<file path="src/rtl/instruction_mem_prog.sv">
// instruction_mem_prog
//   Programmable instruction store with a registered fetch port.
//   After reset the whole array is swept to HALT_WORD, one entry per cycle
//   (INIT). It then serves fetches (RUN) until a halt opcode is presented on
//   the output, after which it freezes (HALTED) until flushed or reset.
//   Program loads are accepted in RUN and HALTED.
//
// Ports
//   clk          rising-edge clock
//   rst_n        synchronous active-low reset
//   pc           16-bit fetch address
//   fetch_en     fetch request; low stalls the output
//   flush        clears the output and returns HALTED to RUN
//   prog_we      program-load write strobe
//   prog_addr    16-bit load address
//   prog_data    load data
//   ready        high once the init sweep is done (RUN/HALTED)
//   instruction  registered fetched word
//   inst_valid   instruction carries a new fetch this cycle
//   oob          last fetch addressed pc >= DEPTH
//   halted       high in HALTED
//   fetch_cnt    saturating count of inst_valid pulses
module instruction_mem_prog #(
  parameter int                INST_W    = 9,
  parameter int                DEPTH     = 256,
  parameter logic [INST_W-1:0] HALT_WORD = 9'h1A0,
  parameter int                HALT_OP_W = 5
) (
  input  logic              clk,
  input  logic              rst_n,
  input  logic [15:0]       pc,
  input  logic              fetch_en,
  input  logic              flush,
  input  logic              prog_we,
  input  logic [15:0]       prog_addr,
  input  logic [INST_W-1:0] prog_data,
  output logic              ready,
  output logic [INST_W-1:0] instruction,
  output logic              inst_valid,
  output logic              oob,
  output logic              halted,
  output logic [31:0]       fetch_cnt
);

  localparam int                   AW        = $clog2(DEPTH);
  // One extra bit so DEPTH = 65536 is representable as a bound.
  localparam logic [16:0]          DEPTH_EXT = 17'(DEPTH);
  localparam logic [HALT_OP_W-1:0] HALT_OP   = HALT_WORD[INST_W-1 -: HALT_OP_W];

  typedef enum logic [1:0] {
    ST_INIT   = 2'd0,
    ST_RUN    = 2'd1,
    ST_HALTED = 2'd2
  } state_t;

  state_t            state_r;
  logic [AW-1:0]     idx_r;
  logic [INST_W-1:0] mem_r [DEPTH];

  logic              pc_in_range_s;
  logic              wr_in_range_s;
  logic [AW-1:0]     pc_idx_s;
  logic [AW-1:0]     wr_idx_s;
  logic [INST_W-1:0] rd_word_s;
  logic              halt_seen_s;

  // Address decode, read mux and halt detection on the registered output.
  always_comb begin
    pc_in_range_s = ({1'b0, pc} < DEPTH_EXT);
    wr_in_range_s = ({1'b0, prog_addr} < DEPTH_EXT);
    pc_idx_s      = pc[AW-1:0];
    wr_idx_s      = prog_addr[AW-1:0];
    if (pc_in_range_s) begin
      rd_word_s = mem_r[pc_idx_s];
    end else begin
      rd_word_s = HALT_WORD;
    end
    halt_seen_s = inst_valid && (instruction[INST_W-1 -: HALT_OP_W] == HALT_OP);
  end

  // Storage array: init sweep in INIT, program loads otherwise. The fetch
  // register samples the old contents on the same edge (read-before-write).
  always_ff @(posedge clk) begin
    if (rst_n) begin
      if (state_r == ST_INIT) begin
        mem_r[idx_r] <= HALT_WORD;
      end else if (prog_we && wr_in_range_s) begin
        mem_r[wr_idx_s] <= prog_data;
      end
    end
  end

  // Control FSM with registered outputs.
  always_ff @(posedge clk) begin
    if (!rst_n) begin
      state_r     <= ST_INIT;
      idx_r       <= '0;
      ready       <= 1'b0;
      instruction <= '0;
      inst_valid  <= 1'b0;
      oob         <= 1'b0;
      halted      <= 1'b0;
      fetch_cnt   <= 32'd0;
    end else begin
      case (state_r)
        ST_INIT: begin
          idx_r <= idx_r + AW'(1);
          if (idx_r == AW'(DEPTH - 1)) begin
            state_r <= ST_RUN;
            ready   <= 1'b1;
          end
        end
        ST_RUN: begin
          if (flush) begin
            instruction <= '0;
            inst_valid  <= 1'b0;
            oob         <= 1'b0;
          end else if (halt_seen_s) begin
            // The halt word stays visible; no further fetch is taken.
            state_r    <= ST_HALTED;
            halted     <= 1'b1;
            inst_valid <= 1'b0;
          end else if (fetch_en) begin
            instruction <= rd_word_s;
            oob         <= !pc_in_range_s;
            inst_valid  <= 1'b1;
            if (fetch_cnt != 32'hFFFF_FFFF) begin
              fetch_cnt <= fetch_cnt + 32'd1;
            end
          end else begin
            inst_valid <= 1'b0;
          end
        end
        ST_HALTED: begin
          if (flush) begin
            state_r     <= ST_RUN;
            halted      <= 1'b0;
            instruction <= '0;
            inst_valid  <= 1'b0;
            oob         <= 1'b0;
          end else begin
            inst_valid <= 1'b0;
          end
        end
        default: begin
          state_r    <= ST_INIT;
          idx_r      <= '0;
          ready      <= 1'b0;
          inst_valid <= 1'b0;
          halted     <= 1'b0;
        end
      endcase
    end
  end

endmodule

</file>
<file path="config.mk">
export PLATFORM = sky130hd
export DESIGN_NAME = instruction_mem_prog
export DESIGN_NICKNAME = d
export VERILOG_FILES = /design/src/rtl/instruction_mem_prog.sv
export SDC_FILE = /design/constraint.sdc
export NUM_CORES = 2
export LEC_CHECK = 0
export CAP_MARGIN = 20
export CORE_MARGIN = 4
export CORE_UTILIZATION = 40
export DETAILED_ROUTE_END_ITERATION = 6
export SLEW_MARGIN = 20
export SYNTH_ARGS = -nofsm -noshare
export SYNTH_HDL_FRONTEND = slang
export SYNTH_SLANG_ARGS = --single-unit
export TNS_END_PERCENT = 20
</file>
<file path="constraint.sdc">
create_clock -name clk -period 16.07 [get_ports clk]
set_input_delay 2.4105 -clock clk [delete_from_list [all_inputs] [get_ports clk]]
set_output_delay 2.4105 -clock clk [all_outputs]
set_load 0.01 [all_outputs]
</file>
Word-level counts from Yosys, hierarchy flattened
Memories as Yosys holds them, arrays and structs flattened.
Cells that the tools add are included.
{"block": "totals", "regBits": 55, "input_bits": 46, "wordCells": 76, "latchBits": 0, "out_inout_bits": 45, "memories": 1, "mem_bits_rw": 2304, "mem_bits_ro": 0}
{"name": "mem_r", "depth": 256, "width": 9, "read_ports": 1, "rd_clocked_by_memory_dff": 0, "wr": 1, "line_no": "58", "text": "logic [INST_W-1:0] mem_r [DEPTH];"}
{"block": "op_classes", "multipliers": 0, "div_mod_pow": 0, "n_lt_le_gt_ge": 2, "n_reduce_logical": 12, "n_shift": 0, "bitwise_logic": 4, "n_eq_ne": 11, "n_mux": 36, "addsub": 2}
{"operator": "$mux 9", "count": 6}
{"operator": "$add 32x1->32 const B", "count": 1}
{"operator": "$lt 16x9->1 const B", "count": 2}
{"operator": "$ne 32x32->1 const B", "count": 1}
{"operator": "$mux 1", "count": 18}
{"operator": "$pmux 9 s2", "count": 1}
{"operator": "$pmux 8 s2", "count": 1}
{"operator": "$reduce_and 4->1", "count": 3}
{"operator": "$reduce_or 9->1", "count": 1}
{"operator": "$add 8x1->8 const B", "count": 1}
{"operator": "$eq 8x8->1 const B", "count": 1}
{"operator": "$mux 2", "count": 4}
{"operator": "$mux 8", "count": 1}
{"operator": "$ne 2x2->1 const B", "count": 3}
{"operator": "$ne 3x3->1 const B", "count": 2}
{"operator": "$pmux 1 s2", "count": 3}
{"operator": "$pmux 2 s3", "count": 1}
{"operator": "$eq 5x5->1 const B", "count": 1}
{"operator": "$reduce_and 5->1", "count": 1}
{"operator": "$not 1->1", "count": 4}
{"operator": "$pmux 1 s3", "count": 1}
{"operator": "$eq 2x1->1 const B", "count": 1}
{"operator": "$eq 2x2->1 const B", "count": 1}
{"operator": "$logic_and 1x1->1", "count": 2}
{"operator": "other kinds (6)", "count": 6}

Longest topological paths before layout
{"block": "depth", "ltp_word": 8, "mapped_depth": 13, "ltp_nobuf": 9}

Least setup slack after synthesis
OpenSTA, ideal clock, no wires.
{"block": "synth_timing", "kind": "input port to flip-flop", "from": "input prog_addr[15]", "to": "memory mem_r[0][0] (data pin)", "setup_time_ps": 1393, "path_buffers": 2, "arrival_ps": 9165, "path_slack_ps": 5513, "t_required_ps": 14677, "cell_stages": 5, "path_cell_list": "nor4_1 nand4_1 buf_2 clkbuf_1 nor2_1"}
{"block": "synth_via", "elab_chain_cells": 8}
{"item": "start: declaration", "line_no": "35", "text": "input logic [15:0] prog_addr,"}
{"item": "$lt 16x9->1", "line_no": "70", "text": "wr_in_range_s = ({1'b0, prog_addr} < DEPTH_EXT);"}
{"item": "$logic_and 1x1->1", "line_no": "87", "text": "end else if (prog_we && wr_in_range_s) begin"}
{"item": "$mux 1", "line_no": "87"}
{"item": "$mux 1", "line_no": "85", "text": "if (state_r == ST_INIT) begin"}
{"item": "$mux 1", "line_no": "84", "text": "if (rst_n) begin"}
{"item": "$mux 1 (implied by the code)", "line_no": "88", "text": "mem_r[wr_idx_s] <= prog_data;"}
{"item": "$reduce_or 9->1 (no line)"}
{"item": "$mux 9 (no line)"}
{"item": "end: declaration", "line_no": "58"}
No other way between the ends.

Worst setup path in the final report
{"block": "layout_timing", "from": "input pc[0]", "to": "register instruction[0]"}
{"block": "layout_via", "elab_chain_cells": 6, "word_cells_on_any_way": 7, "cone_classes": "1 x order compare; 5 x mux; 1 x memory"}
{"item": "start: declaration", "line_no": "31", "text": "input logic [15:0] pc,"}
{"item": "$mem_v2 256x9 or $lt 16x9->1 (tied branches)"}
{"item": "$mux 9 *", "line_no": "73", "text": "if (pc_in_range_s) begin"}
{"item": "$mux 9 *", "line_no": "123", "text": "end else if (fetch_en) begin"}
{"item": "$mux 9 *", "line_no": "118", "text": "end else if (halt_seen_s) begin"}
{"item": "$mux 9 *", "line_no": "114", "text": "if (flush) begin"}
{"item": "$pmux 9 s2 *", "line_no": "105", "text": "case (state_r)"}
{"item": "end signal: assignment", "line_no": "124", "text": "instruction <= rd_word_s;"}
{"item": "end: declaration", "line_no": "38", "text": "output logic [INST_W-1:0] instruction,"}
Mark *: on every way between the ends. The rest lies on a longest branch, timed or not. The select of a mux whose other input is x is not followed.
A chain may end at the register's enable or synchronous reset.

==> results.md <==
- Vertical die dimension: 489.7 microns
- DP HPWL: 173200 microns
- Remaining DRCs: 2
- Pre-CTS setup slack: 8.547 ns
- Path class of the lowest-slack min-delay path: reg -> reg
- Area leader, netlist: sky130_fd_sc_hd__edfxtp_1
- Setup TNS: 0 ns
- Worst r2r dst: mem_r[77][5]
- Layout overhead on the synthesized area: 12.78%
- Number of global-route vias before repair: 47838
- FILL cells: 19390
- Met3 routed WL: 27670 microns
- Dominant synthesized flop cell: sky130_fd_sc_hd__edfxtp_1
- Clock tree from TritonCTS: yes
- Io pins: 91
- Lkg Pwr: 38.06 nW
- Worst voltage drop across the vdd grid: 0.00008811 V
- Area of the die: 0.2398 sq mm
- Depth of the CTS H-tree: 4
- Distinct cell type count of the synthesized netlist: 82
- Average wire length per cell after detail routing: 34.17 microns
- Number of clock buffers inserted by TritonCTS: 230
- Fraction of layout instances using a drive strength above 1: 21.70%
- Chain of cells forming the critical path: buf_8, buf_4, buf_4, buf_4, mux4_2, nand2_1, a21oi_1, nor4b_1, a41oi_1, nand4_1, o31ai_1
- Capture endpoint of the worst hold path: ready
- Slowest cell on the critical path: sky130_fd_sc_hd__nor4b_1
- Buffer depth of the longest clock path: 3
- Required time at the worst-slack endpoint: 16.78 ns
- Number of violations reported at the end of detailed-routing iteration 0: 7096
- Nature of the critical path startpoint: input pin
- Synthesized area per cell: 19.94 sq um
- Number of hold-repair buffers added at the cts stage: 0
- Final antenna-violating net count: 0
- Vias per std cell: 6.073
- Final worst-path setup slack: 9.339 ns
- Count of maximum capacitance violations: 0
- Wire length on met1: 107900 microns
- Library cell used as clock root buffer: sky130_fd_sc_hd__clkbuf_16
- Yosys warnings: 0
- Clock transition time at the flip-flop clock pins of the worst setup and hold paths: 0.06 ns
- Skew final: 0.06780 ns
- Post-CTS sizing: 0
- Overflow after GRT: 0
- FF-to-FF path depth: 8
- Top routing layer used: met5
- Total via count in the routed design: 49197
- Fraction of synthesis flops using an asynchronous set or reset pin: 0%
- Net count, final: 4931
- Number of detailed-routing iterations run before antenna repair: 7
- First-pass GRT wire length: 386600 microns
- Total count of max-transition violations in the final report: 0
- Largest cells by area after synthesis: sky130_fd_sc_hd__edfxtp_1 75%, sky130_fd_sc_hd__mux4_2 12%, sky130_fd_sc_hd__mux2i_1 1.9%
- WL met2: 127300 microns
- Detailed Route WL: 276800 microns
- Power per standard cell area: 119.2 mW/mm^2
- DIE WIDTH: 489.7 microns
- Post-CTS setup repair buffer count: 0
- Number of cells produced by synthesis: 4654
- Largest driver fanout on the critical path: 56
- Hold depth: 2
- Area fraction of the dominant cell type after synthesis: 74.56%
- Tcrit/Tclk final: 41.89%
- Sequential element share of the synthesized area: 75.75%
- RR Startpoint: state_r[0]
- Maximum number of pins on one net before global-route repair: 241
- Count of clock tree sinks: 2359
- Maximum single-stage delay on the critical path: 0.95 ns
- Highest Clock Rate: 148.6 MHz
- Most frequent cell on the critical path: sky130_fd_sc_hd__buf_4
- Status: complete, but fails checks
- Register-to-Register Setup Slack: 11.09 ns
- GP Congestion: 0.9207
- Worst path bufs/invs: 4
- Violations in the final reports: design-rule violations
- Antenna violations before repair: 17
- Worst endpoint data arrival time: 7.44 ns
- Number of endpoints failing setup at the final stage: 0
- Clock period minus worst slack: 6.731 ns
- Crit-path leading delay family: buffers and inverters
- Starting utilization of the core area: 40.29%
- Slew of the pin with the lowest slew margin: 1.253 ns
- Worst Min Path Start: ready
- Number of hold-slack violations in the final timing report: 0
- Number of nets produced by synthesis: 4705
- Area of the mapped netlist: 0.09279 sq mm
- Slew HR: 14.28%
- Tot GR Track Use: 22.96%
- Insertion delay of the later-clocked pin in the worst-skew pair: 0.88 ns
- Standard-cell row count: 176
- Flip-flop and latch count after synthesis: 2359
- Critical path start-end classification: in -> reg
- Area of the core: 0.2303 sq mm
- Crit end category: flip-flop
- EDFF count, synth: 2304
- RSZ-0062 raised after global routing: no
- Number of buffers added on ports: 90
-- power breakdown --
group	internal (W)	switching, W
combinational	0.000136	0.000344
clock	0.00297	0.00235
sequential	0.00666	0.0000106
total	0.00976	0.00271
-- state kept, by name (all words and copies together), names as in the netlist --
signal       cells
ready            1
inst_valid       1
fetch_cnt       32
mem_r         2304
idx_r            8
halted           1
oob              1
instruction      9
state_r          2
-- logic make-up (layout without fill, tap and decap cells) --
kind of cell               count (synthesis)  in the layout  synth area share (%)
and+or+nand+nor                          848            848                 4.309
DFF                                     2359           2359                 75.75
adders and majority gates                  5              5               0.06742
xor gates and xnor gates                  24             24                0.2265
other                                      0              6                     0
muxes                                    693            693                 14.31
AOI/OAI and AO/OA                        434            434                 3.297
buffers and inverters                    291            706                 2.048
-- worst register-to-register path, cell delays in order (launching register included) --
cell and delay (ns):
sky130_fd_sc_hd__dfxtp_1 0.37, sky130_fd_sc_hd__inv_1 0.08, sky130_fd_sc_hd__ha_1 0.33, sky130_fd_sc_hd__nor4_1 0.35, sky130_fd_sc_hd__nand4_1 0.14, sky130_fd_sc_hd__buf_4 0.31
sky130_fd_sc_hd__o31ai_1 0.96, sky130_fd_sc_hd__nand2_1 0.91, sky130_fd_sc_hd__nor2_1 1.10
-- worst max-delay path by stage --
stage | from | end | cells past startpoint
final | pc[0] | instruction[0] | 11
after global routing | pc[0] | instruction[0] | 11
after CTS | pc[0] | instruction[5] | 10
after detailed placement | pc[0] | instruction[0] | 11
after global placement | pc[2] | instruction[4] | 10
after floorplan | prog_addr[15] | mem_r[0][0] | 5
-- placed cells by master (no fill, tap or decap), drive strengths merged, types with 20 or more instances in the layout --
cell,synthesis,layout
or2,26,26
nand4,31,31
a22oi,87,87
clkdlybuf4s50,0,83
and2,34,34
o21ai,62,62
o22ai,45,45
a22o,22,22
mux2i,172,172
dfxtp,55,55
clkbuf,71,281
buf,194,175
clkinv,3,109
a21oi,54,54
a221oi,24,24
nor2b,27,27
nand2,161,161
bufinv,0,20
a2111oi,21,21
nor2,331,331
a31oi,27,27
nand3,63,63
nand2b,37,37
edfxtp,2304,2304
nor3,57,57
inv,23,33
mux4,505,505
-- synthesized netlist by cell type, drive strengths merged, types with 21 or more instances --
| library cell | count |
|---|---|
| a31oi | 27 |
| nor2 | 331 |
| nand4 | 31 |
| dfxtp | 55 |
| nand2 | 161 |
| nand3 | 63 |
| o22ai | 45 |
| a21oi | 54 |
| a221oi | 24 |
| a22o | 22 |
| a22oi | 87 |
| buf | 194 |
| nor2b | 27 |
| and2 | 34 |
| inv | 23 |
| nand2b | 37 |
| mux4 | 505 |
| a2111oi | 21 |
| o21ai | 62 |
| mux2i | 172 |
| nor3 | 57 |
| edfxtp | 2304 |
| or2 | 26 |
| clkbuf | 71 |
-- layer usage --
| metal | vias to the layer above | track usage [%] |
|---|---|---|
| li1 | 19640 | - |
| met1 | 26257 | 31.77 |
| met2 | 2742 | 35.16 |
| met3 | 552 | 5.184 |
| met4 | 6 | 9.897 |
| met5 | - | 0 |
-- through the flow --
step	power (W)	hold WS (ns)	std cells	cell area (sq um)	utilization (%)
final	0.01247	0.4752	8101	104700	45.43
after global routing	0.01281	0.5219	8096	104600	45.43
after CTS	0.01251	0.4787	8083	104500	45.36
after detailed placement	0.007273	0.4640	7662	97110	42.16
after global placement	0.007269	0.4583	7656	97000	42.11
after floorplan	0.007068	0.4695	4654	92790	-
-- area by class of cell --
class | instances | area (sq um) | share of cell area, %
flip-flops and latches | 2359 | 70290 | 67.16
multi-input cells | 2004 | 20800 | 19.88
clock buffers | 281 | 5967 | 5.702
well taps | 3026 | 3786 | 3.618
repair buffers | 259 | 2292 | 2.190
clock inverters | 140 | 1405 | 1.343
inverters | 26 | 97.59 | 0.09326
diodes | 6 | 15.01 | 0.01435
Note: power is estimated with default switching activity, not from simulation.
